### config.mk
export PLATFORM = sky130hd
export DESIGN_NAME = fetch_sequencer
export DESIGN_NICKNAME = d
export VERILOG_FILES = /design/src/rtl/fetch_sequencer_pkg.sv /design/src/rtl/fetch_target_sel.sv /design/src/rtl/fetch_sequencer.sv
export SDC_FILE = /design/constraint.sdc
export NUM_CORES = 1
export LEC_CHECK = 0
export BUFFER_PORTS_ARGS = -buffer_cell sky130_fd_sc_hd__clkbuf_2
export CAP_MARGIN = 40
export CORE_ASPECT_RATIO = 2
export CORE_MARGIN = 5
export CORE_UTILIZATION = 44
export CTS_CLUSTER_DIAMETER = 120
export DETAILED_ROUTE_END_ITERATION = 6
export GPL_TIMING_DRIVEN = 0
export PLACE_DENSITY = 0.79
export SYNTH_ARGS = -nofsm -noshare
export SYNTH_HDL_FRONTEND = slang
export SYNTH_SLANG_ARGS = --single-unit
### constraint.sdc
create_clock -name clock -period 3.7 [get_ports clock]
set_input_delay 0.74 -clock clock [delete_from_list [all_inputs] [get_ports clock]]
set_output_delay 0.74 -clock clock [all_outputs]
set_load 0.02 [all_outputs]
### src/rtl/fetch_sequencer_pkg.sv
// Shared definitions for the fetch sequencer: FSM state encoding, PC width,
// boot PC and the redirect-source selector with its priority function.
// The optional redirect counter is enabled by defining REDIRECT_CNT_EN.
package fetch_sequencer_pkg;

    localparam int PC_W = 12;
    localparam logic [PC_W-1:0] BOOT_PC = 12'h000;

    typedef enum logic [1:0] {
        ST_BOOT     = 2'd0,
        ST_FETCH    = 2'd1,
        ST_REDIRECT = 2'd2
    } fetch_state_e;

    typedef enum logic [2:0] {
        SEL_NONE = 3'd0,
        SEL_JR   = 3'd1,
        SEL_JAL  = 3'd2,
        SEL_J    = 3'd3,
        SEL_BR   = 3'd4
    } redir_sel_e;

    // Fixed priority jr > jal > j > taken branch; nothing selected unless the
    // execute stage is valid.
    function automatic redir_sel_e pick_source(input logic ex_valid,
                                               input logic jr,
                                               input logic jal,
                                               input logic j,
                                               input logic br_tk);
        redir_sel_e sel;
        sel = SEL_NONE;
        if (ex_valid) begin
            if (jr)         sel = SEL_JR;
            else if (jal)   sel = SEL_JAL;
            else if (j)     sel = SEL_J;
            else if (br_tk) sel = SEL_BR;
        end
        return sel;
    endfunction

endpackage

### src/rtl/fetch_target_sel.sv
// Combinational redirect decision and target address selection for the
// fetch sequencer. Pure logic, no state.
module fetch_target_sel
    import fetch_sequencer_pkg::*;
(
    input  logic            ex_valid,
    input  logic            br,
    input  logic            br_taken,
    input  logic            j_sig,
    input  logic            jr_sig,
    input  logic            jal_sig,
    input  logic [PC_W-1:0] ex_pc,
    input  logic [16:0]     imm,
    input  logic [26:0]     target,
    input  logic [31:0]     rd_val,
    output logic            redirect,
    output logic [PC_W-1:0] next_target
);

    redir_sel_e      sel;
    logic [PC_W-1:0] br_tgt;
    logic            unused_hi_bits;

    // The PC space is 12 bits, so the sign-extension bits of imm above bit 11
    // cannot change the modulo-4096 branch sum; only the low 12 bits are added.
    assign br_tgt = ex_pc + PC_W'(1) + imm[PC_W-1:0];

    // Upper field bits fall outside the PC space and are intentionally dropped.
    assign unused_hi_bits = ^{imm[16:PC_W], target[26:PC_W], rd_val[31:PC_W]};

    // Pick the highest-priority source and route its target.
    always_comb begin
        sel         = pick_source(ex_valid, jr_sig, jal_sig, j_sig, br & br_taken);
        redirect    = (sel != SEL_NONE);
        next_target = '0;
        case (sel)
            SEL_JR:        next_target = rd_val[PC_W-1:0];
            SEL_JAL, SEL_J: next_target = target[PC_W-1:0];
            SEL_BR:        next_target = br_tgt;
            default:       next_target = '0;
        endcase
    end

endmodule

### src/rtl/fetch_sequencer.sv
// Instruction fetch sequencer: BOOT/FETCH/REDIRECT FSM driving a one-entry
// instruction buffer toward decode, with jr/jal/j/branch redirects from the
// execute stage. Optional feature: define REDIRECT_CNT_EN to add the 16-bit
// saturating redirect_cnt output.
module fetch_sequencer
    import fetch_sequencer_pkg::*;
(
    input  logic            clock,
    input  logic            reset_n,
    input  logic            stall,
    input  logic            ex_valid,
    input  logic            br,
    input  logic            j_sig,
    input  logic            jr_sig,
    input  logic            jal_sig,
    input  logic            br_taken,
    input  logic [PC_W-1:0] ex_pc,
    input  logic [16:0]     imm,
    input  logic [26:0]     target,
    input  logic [31:0]     rd_val,
    output logic            imem_req,
    output logic [PC_W-1:0] imem_addr,
    input  logic            imem_ack,
    input  logic [31:0]     imem_data,
    output logic            insn_valid,
    output logic [31:0]     insn_out,
    output logic [PC_W-1:0] insn_pc,
    output logic            flush,
    output logic [PC_W-1:0] link_pc
`ifdef REDIRECT_CNT_EN
    ,
    output logic [15:0]     redirect_cnt
`endif
);

    fetch_state_e    state_q;
    logic [PC_W-1:0] pc_q;
    logic            insn_valid_q;
    logic [31:0]     insn_out_q;
    logic [PC_W-1:0] insn_pc_q;

    logic            redirect_raw;
    logic [PC_W-1:0] target_d;
    logic            take_redirect;
    logic            accept;

    fetch_target_sel u_target_sel (
        .ex_valid    (ex_valid),
        .br          (br),
        .br_taken    (br_taken),
        .j_sig       (j_sig),
        .jr_sig      (jr_sig),
        .jal_sig     (jal_sig),
        .ex_pc       (ex_pc),
        .imm         (imm),
        .target      (target),
        .rd_val      (rd_val),
        .redirect    (redirect_raw),
        .next_target (target_d)
    );

    // Redirects are honoured once out of BOOT; flush stays low while reset is held.
    assign take_redirect = reset_n && (state_q != ST_BOOT) && redirect_raw;

    // Request whenever the buffer is empty or decode drains it this cycle.
    assign imem_req  = (state_q == ST_FETCH) && (!insn_valid_q || !stall);
    assign imem_addr = pc_q;

    // A redirect wins over a returning instruction in the same cycle.
    assign accept = imem_req && imem_ack && !take_redirect;

    assign flush      = take_redirect;
    assign link_pc    = ex_pc + PC_W'(1);
    assign insn_valid = insn_valid_q;
    assign insn_out   = insn_out_q;
    assign insn_pc    = insn_pc_q;

    // Sequencer FSM: PC, state and the one-entry output buffer.
    always_ff @(posedge clock) begin
        if (!reset_n) begin
            state_q      <= ST_BOOT;
            pc_q         <= BOOT_PC;
            insn_valid_q <= 1'b0;
            insn_out_q   <= '0;
            insn_pc_q    <= '0;
        end else begin
            case (state_q)
                ST_BOOT: begin
                    // Any late ack from before reset is ignored here.
                    state_q <= ST_FETCH;
                end
                ST_FETCH, ST_REDIRECT: begin
                    if (take_redirect) begin
                        state_q      <= ST_REDIRECT;
                        pc_q         <= target_d;
                        insn_valid_q <= 1'b0;
                    end else begin
                        state_q <= ST_FETCH;
                        if (accept) begin
                            insn_out_q   <= imem_data;
                            insn_pc_q    <= pc_q;
                            insn_valid_q <= 1'b1;
                            pc_q         <= pc_q + PC_W'(1);
                        end else if (!stall) begin
                            insn_valid_q <= 1'b0;
                        end
                    end
                end
                default: begin
                    state_q <= ST_BOOT;
                end
            endcase
        end
    end

`ifdef REDIRECT_CNT_EN
    logic [15:0] redirect_cnt_q;

    // Saturating count of redirect cycles.
    always_ff @(posedge clock) begin
        if (!reset_n) begin
            redirect_cnt_q <= '0;
        end else if (take_redirect && (redirect_cnt_q != 16'hFFFF)) begin
            redirect_cnt_q <= redirect_cnt_q + 16'd1;
        end
    end

    assign redirect_cnt = redirect_cnt_q;
`endif

endmodule

==> results of run 1 <==
==> worst paths after layout <==
path	to	start	depth (start not counted)	slack (ns)
worst min register to register	insn_pc[7]	insn_pc[7]	2	0.45
worst min-delay path	insn_pc[7]	insn_pc[7]	2	0.45
worst max register to register	insn_out[4]	state_q[0]	9	1.41
worst max-delay path	imem_addr[11]	ex_pc[0]	11	0.33
==> state kept, by name (all words and copies together), names as in the netlist <==
register,cells
insn_valid,1
state_q,2
imem_addr,12
insn_out,32
insn_pc,12
==> layout make-up <==
| class | count | area, sq um | share of cell area, % |
|---|---|---|---|
| Timing Repair Buffer | 159 | 796 | 17.2 |
| Sequential cell | 59 | 1180 | 25.5 |
| Clock inverter | 2 | 35.0 | 0.756 |
| Inverter | 7 | 26.3 | 0.567 |
| Tap cell | 94 | 118 | 2.54 |
| Clock buffer | 13 | 260 | 5.62 |
| Multi-Input combinational cell | 339 | 2120 | 45.7 |
| Buffer | 21 | 100 | 2.16 |
==> power groups by stage <==
stage	Combinational, mW	Sequential, mW	Clock, mW
floorplan	0.179	0.689	0
global placement	0.315	0.674	0
detailed placement	0.320	0.675	0
CTS	0.322	0.662	0.823
global route	0.350	0.664	0.850
finish	0.322	0.663	0.806
==> worst min-delay path, stage by stage (launching register included) <==
cell	delay [ns]
dfxtp_1	0.30
nand2_1	0.05
a21boi_1	0.05
==> cell usage in the layout (no fill, tap or decap), types with 2 or more instances in the layout <==
cell type / n
o21ai_0: 10
nand3_1: 13
clkbuf_1: 14
and2_1: 4
and4_1: 4
nand2b_1: 3
nor2_1: 15
and3_1: 8
a21boi_1: 46
nor2b_1: 4
nand4_1: 4
clkbuf_2: 159
buf_2: 5
a222oi_1: 4
or3_1: 3
dfxtp_1: 59
a41o_1: 2
clkbuf_16: 9
nor3_1: 2
buf_4: 4
o211ai_1: 3
inv_2: 2
o21ai_1: 3
clkbuf_8: 2
o211a_1: 3
xnor2_1: 12
a221oi_1: 6
xor2_1: 6
a21oi_1: 20
a21o_1: 3
ha_1: 18
nand2_1: 113
o221ai_1: 3
a31oi_1: 5
inv_1: 5
==> through the flow <==
stage,hold WS [ns],util (%),std cells
after floorplan,0.532,-,426
after global placement,0.440,57.1,679
after detailed placement,0.445,57.1,679
after CTS,0.452,61.0,694
after global routing,0.469,61.0,694
final,0.449,61.0,694
==> cell families (layout without fill, tap and decap cells) <==
logic type / count (synthesis) / after routing
buffers and inverters: 28 / 202
and+or+nand+nor: 179 / 179
DFF: 59 / 59
AOI/OAI and AO/OA: 122 / 122
xor gates and xnor gates: 19 / 19
adders and majority gates: 19 / 19
==> per-layer routing <==
| metal | vias to the layer above | part of all wire [%] |
|---|---|---|
| li1 | 1869 | - |
| met1 | 1723 | 35 |
| met2 | 196 | 53 |
| met3 | 29 | 7.7 |
| met4 | 0 | 4.0 |
| met5 | - | 0 |
==> qor.csv, run 1 <==
metric,value,unit
first_pass_iters,6,
place.gp.congestion,0.916,
crit_slowest_cell,or4_1,
setup_slack,0.328,ns
dp_hpwl,8960,microns
tns,0,ns
synthSimpleGateAreaFrac,23.6,%
total_power,1.79,mW
async_flop_share,0,%
synth_edf_count,0,
synthMuxAreaShare,0,%
status,"complete, no violations",
startpoint_type,input port,
yosys_most_used_dff,dfxtp_1,
avgSynthCellArea,8.04,sq um
grt_usage,22.1,%
synth_top_cell_by_area,dfxtp_1,
die_w,72.4,microns
vias,3817,
fin_skew,0.00733,ns
gr-total-overflow,0,
cap_violations,0,
cts.sinks,59,
path_class,input port to register,
cp_top_family,simple AND/OR/NAND/NOR gates,
ir_drop,232,uV
worst_pin_slew,0.762,ns
start_util,45.1,%
fillers,699,
grt_pass1_wl,17200,microns
die_y,135,microns
busiest_layer,met2,
clock.fmax,297,MHz
p_per_area,387,mW/mm^2
setup_violations,0,
critical-path-max-stage-delay,0.53,ns
yosysWarnings,0,
cts_tree,built,
p_leak,2.13,nW
cp.required,3.90,ns
io_buffers,159,
seq_power_share,37.0,%
grt_max_degree,11,
synth_compound_area_share,25.8,%
grt_util_met1,20.9,%
drc,0,
p_comb_share,18.0,%
switchingPower,0.453,mW
yosys.area_share.adder,7.16,%
area_growth,35.3,%
row_count,45,
arrival,3.57,ns
cts_setup_buffers,0,
cts_hold_buf,0,
place_area,0.00434,sq mm
path_clk_slew,0.05,ns
avgRoutedWirePerCell,15.7,microns
synth_seq_cells,59,
synthCells,426,
yosysTopAreaCellShare,34.5,%
insertedDiodeCount,0,
cts_buffer_depth,2,
use_met3,5.14,%
dieArea,0.00975,sq mm
antenna_found_initial,0,
critPathCaptureType,register,
drive_above_1_share,31.2,%
cts_root_buf,clkbuf_16,
seq_area_frac_synth,34.5,%
rsz0062_at_grt,false,
fin_crit_sh,91.1,%
timing.critical_path.buf_inv,1,
syn-num-nets,575,
design_area,0.00463,sq mm
post-route-min-period,3.37,ns
synth_top_family_by_area,compound AO/OA/AOI/OAI gates,
switching_share,25.3,%
hold_path_class,register to register,
nets,745,
place_ws,0.0438,ns
clkPwrFrac,45.0,%
power.internal,1.34,mW
ant_nets,0,
ctsResizeCount,0,
core-area,0.00760,sq mm
via_per_inst,5.50,
hold_viol,0,
drt_iter0_drc,144,
netlist_area,0.00342,sq mm
yosys-top-cells-area,"dfxtp_1, nand2_1, a21boi_1, ha_1, xnor2_1",
yosysMostFrequentCell,nand2_1,
routed_wl,10900,microns
htreeDepth,3,
first_global_vias,3826,
clk-insertion-delay-late,0.32,ns
ys_top_cells_by_count,"nand2_1, dfxtp_1, a21boi_1, a21oi_1, ha_1",
relSlewSlack,47.9,%
crit_fanout,5,
use_met2,42.1,%
synth_xor_area_share,5.26,%
num_io_pins,201,
worstPathCellList,"clkbuf_2, and2_1, nand2_1, xnor2_1, ha_1, a21o_1, a221oi_2, nor3_1, or4_1, xnor3_1, o22ai_1",
cts_inserted_buffers,9,
yosysUniqueCellTypes,54,
final_max_slew_viol_count,0,
No activity file was read; power rests on OpenSTA's default activity.
==> inputs of run 2 (changes only) <==
--- a/config.mk
+++ b/config.mk
@@ -13,7 +13,7 @@
 export CTS_CLUSTER_DIAMETER = 120
 export DETAILED_ROUTE_END_ITERATION = 6
 export GPL_TIMING_DRIVEN = 0
-export PLACE_DENSITY = 0.79
+export PLACE_DENSITY = 0.83
 export SYNTH_ARGS = -nofsm -noshare
 export SYNTH_HDL_FRONTEND = slang
 export SYNTH_SLANG_ARGS = --single-unit
==> qor.csv, run 2 (synthesis gave the netlist of run 1 again) <==
metric,value,unit
drc,0,
place_ws,0.0645,ns
dieArea,0.00975,sq mm
cts_buffer_depth,2,
vias,3813,
p_per_area,379,mW/mm^2
ir_drop,223,uV
start_util,45.1,%
insertedDiodeCount,0,
worstPathCellList,"clkbuf_2, and2_1, nand2_1, xnor2_1, ha_1, a21o_1, a221oi_2, nor3_1, or4_1, xnor3_1, o22ai_1",
gr-total-overflow,0,
avgRoutedWirePerCell,16.0,microns
first_pass_iters,5,
startpoint_type,input port,
grt_usage,23.0,%
crit_slowest_cell,or4_1,
routed_wl,11100,microns
die_y,135,microns
relSlewSlack,57.9,%
hp-start,insn_pc[0],
cts_root_buf,clkbuf_16,
tns,0,ns
cts_tree,built,
clk-insertion-delay-late,0.32,ns
status,"complete, no violations",
die_w,72.4,microns
hold_viol,0,
cp.required,3.90,ns
r2r_setup_slack,1.40,ns
ctsResizeCount,0,
drt_iter0_drc,180,
p_leak,2.12,nW
timing.critical_path.buf_inv,1,
final_common_cell,clkbuf_2,
cts_hold_buf,0,
cts_setup_buffers,0,
ant_nets,0,
io_buffers,159,
cap_violations,0,
critical-path-max-stage-delay,0.53,ns
reg2reg_to,insn_out[11],
cts_inserted_buffers,9,
fin_crit_sh,90.2,%
nets,745,
grt_pass1_wl,17700,microns
clock.fmax,300,MHz
via_per_inst,5.49,
core-area,0.00760,sq mm
rsz0062_at_grt,false,
arrival,3.54,ns
place.gp.congestion,0.919,
row_count,45,
cp_top_family,simple AND/OR/NAND/NOR gates,
area_growth,34.9,%
r2r-start,state_q[0],
crit_fanout,5,
worst_pin_slew,0.628,ns
final_max_slew_viol_count,0,
hold_path_class,register to register,
critPathCaptureType,register,
total_power,1.75,mW
htreeDepth,3,
fillers,678,
drive_above_1_share,31.3,%
rr_worst_depth,8,
antenna_found_initial,0,
final_cell_mix,"clkbuf_2, nand2_1, dfxtp_1",
path_class,input port to register,
grt_max_degree,11,
post-route-min-period,3.34,ns
hold_ws,0.450,ns
first_global_vias,3855,
dp_hpwl,9130,microns
cts.sinks,59,
fin_skew,0.00412,ns
hold_depth,2,
path_clk_slew,0.05,ns
holdPathEnd,insn_pc[0],
setup_slack,0.363,ns
setup_violations,0,
num_io_pins,201,
largest_reg_flops,32,
## run 2: changes by cell type in the layout (fill, tap and decap cells not counted)
| cell | previous run | this run |
|---|---|---|
| clkbuf_1 | 14 | 13 |
| clkinv_2 | 1 | 2 |
| clkbuf_8 | 2 | 3 |
| bufinv_16 | 1 | 0 |
## run 2: layout make-up
| cell class | instances | area, sq um | share of cell area, % |
|---|---|---|---|
| multi-input combinational | 339 | 2120 | 45.8 |
| sequential | 59 | 1180 | 25.6 |
| timing repair buffer | 159 | 796 | 17.2 |
| clock buffer | 13 | 270 | 5.85 |
| tap | 94 | 118 | 2.55 |
| buffer | 21 | 100 | 2.17 |
| inverter | 7 | 26.3 | 0.569 |
| clock inverter | 2 | 10.0 | 0.217 |
## run 2: per-stage QoR
stage	std cells	util, %	area, sq um
final	694	60.8	4620
after global routing	694	60.8	4620
after CTS	694	60.8	4620
after detailed placement	679	57.1	4340
after global placement	679	57.1	4340
after floorplan	426	-	3420
## run 2: how the worst max path moves through the flow
stage / from / to / cells after the start
after global placement: ex_pc[0] / imem_addr[11] / 11
after CTS: ex_pc[0] / imem_addr[11] / 11
after detailed placement: ex_pc[0] / imem_addr[11] / 11
after global routing: ex_pc[0] / imem_addr[11] / 11
final: ex_pc[0] / imem_addr[11] / 11
after floorplan: ex_pc[2] / imem_addr[11] / 11
## run 2: metal layers
metal  vias up  part of all wire (%)  track usage [%]
li1       1865                     -                -
met1      1721                    34             21.3
met2       189                    53             43.3
met3        38                   8.2             5.51
met4         0                   4.3             13.9
met5         -                     0                0
## run 2: worst reg2reg max path, stage by stage, from the launching register on
cell and delay, ns:
dfxtp_1 0.35, inv_1 0.06, ha_1 0.40, and3_1 0.19, clkbuf_1 0.19, nand2_1 0.38, clkbuf_1 0.38, nand2_1 0.09
a21boi_1 0.19
## run 2: power breakdown
part | total, mW | internal, mW | switching [mW] | leakage (nW)
Sequential | 0.662 | 0.651 | 0.0112 | 0.477
Clock | 0.765 | 0.501 | 0.264 | 0.141
Combinational | 0.323 | 0.135 | 0.188 | 1.50
==> inputs of run 3 (changes only) <==
--- a/config.mk
+++ b/config.mk
@@ -9,11 +9,11 @@
 export CAP_MARGIN = 40
 export CORE_ASPECT_RATIO = 2
 export CORE_MARGIN = 5
-export CORE_UTILIZATION = 44
+export CORE_UTILIZATION = 40
 export CTS_CLUSTER_DIAMETER = 120
 export DETAILED_ROUTE_END_ITERATION = 6
 export GPL_TIMING_DRIVEN = 0
-export PLACE_DENSITY = 0.83
+export PLACE_DENSITY = 0.79
 export SYNTH_ARGS = -nofsm -noshare
 export SYNTH_HDL_FRONTEND = slang
 export SYNTH_SLANG_ARGS = --single-unit
==> constraint.sdc (replaced) <==
create_clock -name clock -period 2.96 [get_ports clock]
set_input_delay 0.592 -clock clock [delete_from_list [all_inputs] [get_ports clock]]
set_output_delay 0.592 -clock clock [all_outputs]
set_load 0.02 [all_outputs]
==> qor.csv, run 3 (synthesis gave the netlist of run 1 again) <==
metric,value,unit
status,"complete, no violations",
core-area,0.00835,sq mm
fin_skew,0.00275,ns
arrival,3.06,ns
place_ws,-0.345,ns
post-route-min-period,2.86,ns
routed_wl,11300,microns
die_y,141,microns
fillers,772,
utilization,57.4,%
largest_reg_flops,32,
dp_hpwl,9270,microns
first_pass_iters,4,
clkPwrFrac,44.6,%
gr-total-overflow,0,
setup_violations,0,
grt_usage,21.4,%
critical-path-max-stage-delay,0.52,ns
start_util,41.0,%
p_per_area,475,mW/mm^2
crit_slowest_cell,or4_1,
worst_pin_slew,0.659,ns
htreeDepth,3,
nets,745,
final_cell_mix,"clkbuf_2, nand2_1, dfxtp_1",
cts_inserted_buffers,9,
num_io_pins,201,
grt_pass1_wl,17700,microns
p_leak,2.17,nW
antenna_found_initial,0,
critPathCaptureType,register,
timing.critical_path.buf_inv,1,
design_area,0.00479,sq mm
vias,3771,
cts_buffer_depth,2,
drive_above_1_share,33.9,%
setup_slack,0.0987,ns
hold_path_class,register to register,
ir_drop,352,uV
relSlewSlack,55.9,%
final-instance-count-excl-fill,699,
grt_max_degree,11,
switchingPower,0.607,mW
clock.fmax,349,MHz
cap_violations,0,
ant_nets,0,
power.internal,1.67,mW
r2r-start,state_q[0],
area_growth,40.0,%
cts_hold_buf,0,
place_area,0.00447,sq mm
hold_viol,0,
switching_share,26.7,%
cts_setup_buffers,0,
fin_crit_sh,96.7,%
clk-insertion-delay-late,0.32,ns
cts_tree,built,
worstPathCellList,"clkbuf_2, and2_2, nand2_1, xnor2_4, ha_1, a21o_1, a221oi_4, nor3_1, or4_1, xnor3_1, o22ai_1",
cts.sinks,59,
crit_fanout,5,
die_w,75.4,microns
tns,0,ns
final_common_cell,clkbuf_2,
startpoint_type,input port,
cp_top_family,simple AND/OR/NAND/NOR gates,
final_max_slew_viol_count,0,
insertedDiodeCount,0,
drc,0,
cts_root_buf,clkbuf_16,
cp.required,3.16,ns
dieArea,0.0106,sq mm
row_count,47,
io_buffers,159,
rsz0062_at_grt,false,
hp-start,insn_out[3],
p_comb_share,19.1,%
seq_power_share,36.4,%
via_per_inst,5.39,
path_clk_slew,0.05,ns
place_inst,683,
place.gp.congestion,0.935,
first_global_vias,3725,
crit_path_start,ex_pc[0],
drt_iter0_drc,117,
avgRoutedWirePerCell,16.2,microns
path_class,input port to register,
## run 3: cell type report
cell class | instances | area (sq um) | share of cell area (%)
clock inverter | 5 | 52.6 | 1.10
clock buffer | 11 | 243 | 5.06
tap | 98 | 123 | 2.56
timing repair buffer | 159 | 796 | 16.6
buffer | 21 | 100 | 2.09
sequential | 59 | 1180 | 24.6
inverter | 7 | 26.3 | 0.548
multi-input combinational | 339 | 2270 | 47.4
## run 3: tightest hold or removal path, delay by kind of cell (launching register included)
kind / cells / cell delay (ns)
AOI/OAI and AO/OA: 1 / 0.05
DFF: 1 / 0.30
and+or+nand+nor: 1 / 0.05
## run 3: layer usage
layer / GRT usage [%] / share of wire, % / up-vias
li1: - / - / 1856
met1: 21.0 / 35 / 1708
met2: 40.9 / 55 / 180
met3: 4.56 / 7.8 / 27
met4: 8.39 / 3.0 / 0
met5: 0 / 0 / -
## run 3: through the flow
step,power (mW),hold slack (ns)
global route,2.38,0.468
finish,2.28,0.449
floorplan,1.10,0.532
CTS,2.29,0.452
global placement,1.26,0.439
detailed placement,1.27,0.445
## run 3: power groups by stage
| stage | logic (mW) | registers (mW) | clock network (mW) |
|---|---|---|---|
| 2_1_floorplan | 0.240 | 0.861 | 0 |
| 3_3_place_gp | 0.414 | 0.842 | 0 |
| 3_5_place_dp | 0.421 | 0.844 | 0 |
| 4_1_cts | 0.430 | 0.827 | 1.04 |
| 5_1_grt | 0.473 | 0.829 | 1.08 |
| 6_report | 0.434 | 0.828 | 1.02 |
## run 3: path summary, 6_finish.rpt
check,endpoint,slack (ns),depth (start not counted)
setup / recovery,imem_addr[11],0.1,11
hold / removal,insn_out[3],0.45,2
setup reg to reg,insn_out[7],0.64,9
hold reg to reg,insn_out[3],0.45,2
## run 3: timing repair
action / CTS / global route
pin swaps: 0 / 2
endpoints found under the setup margin: 1 / 1
gates resized for setup: 1 / 5
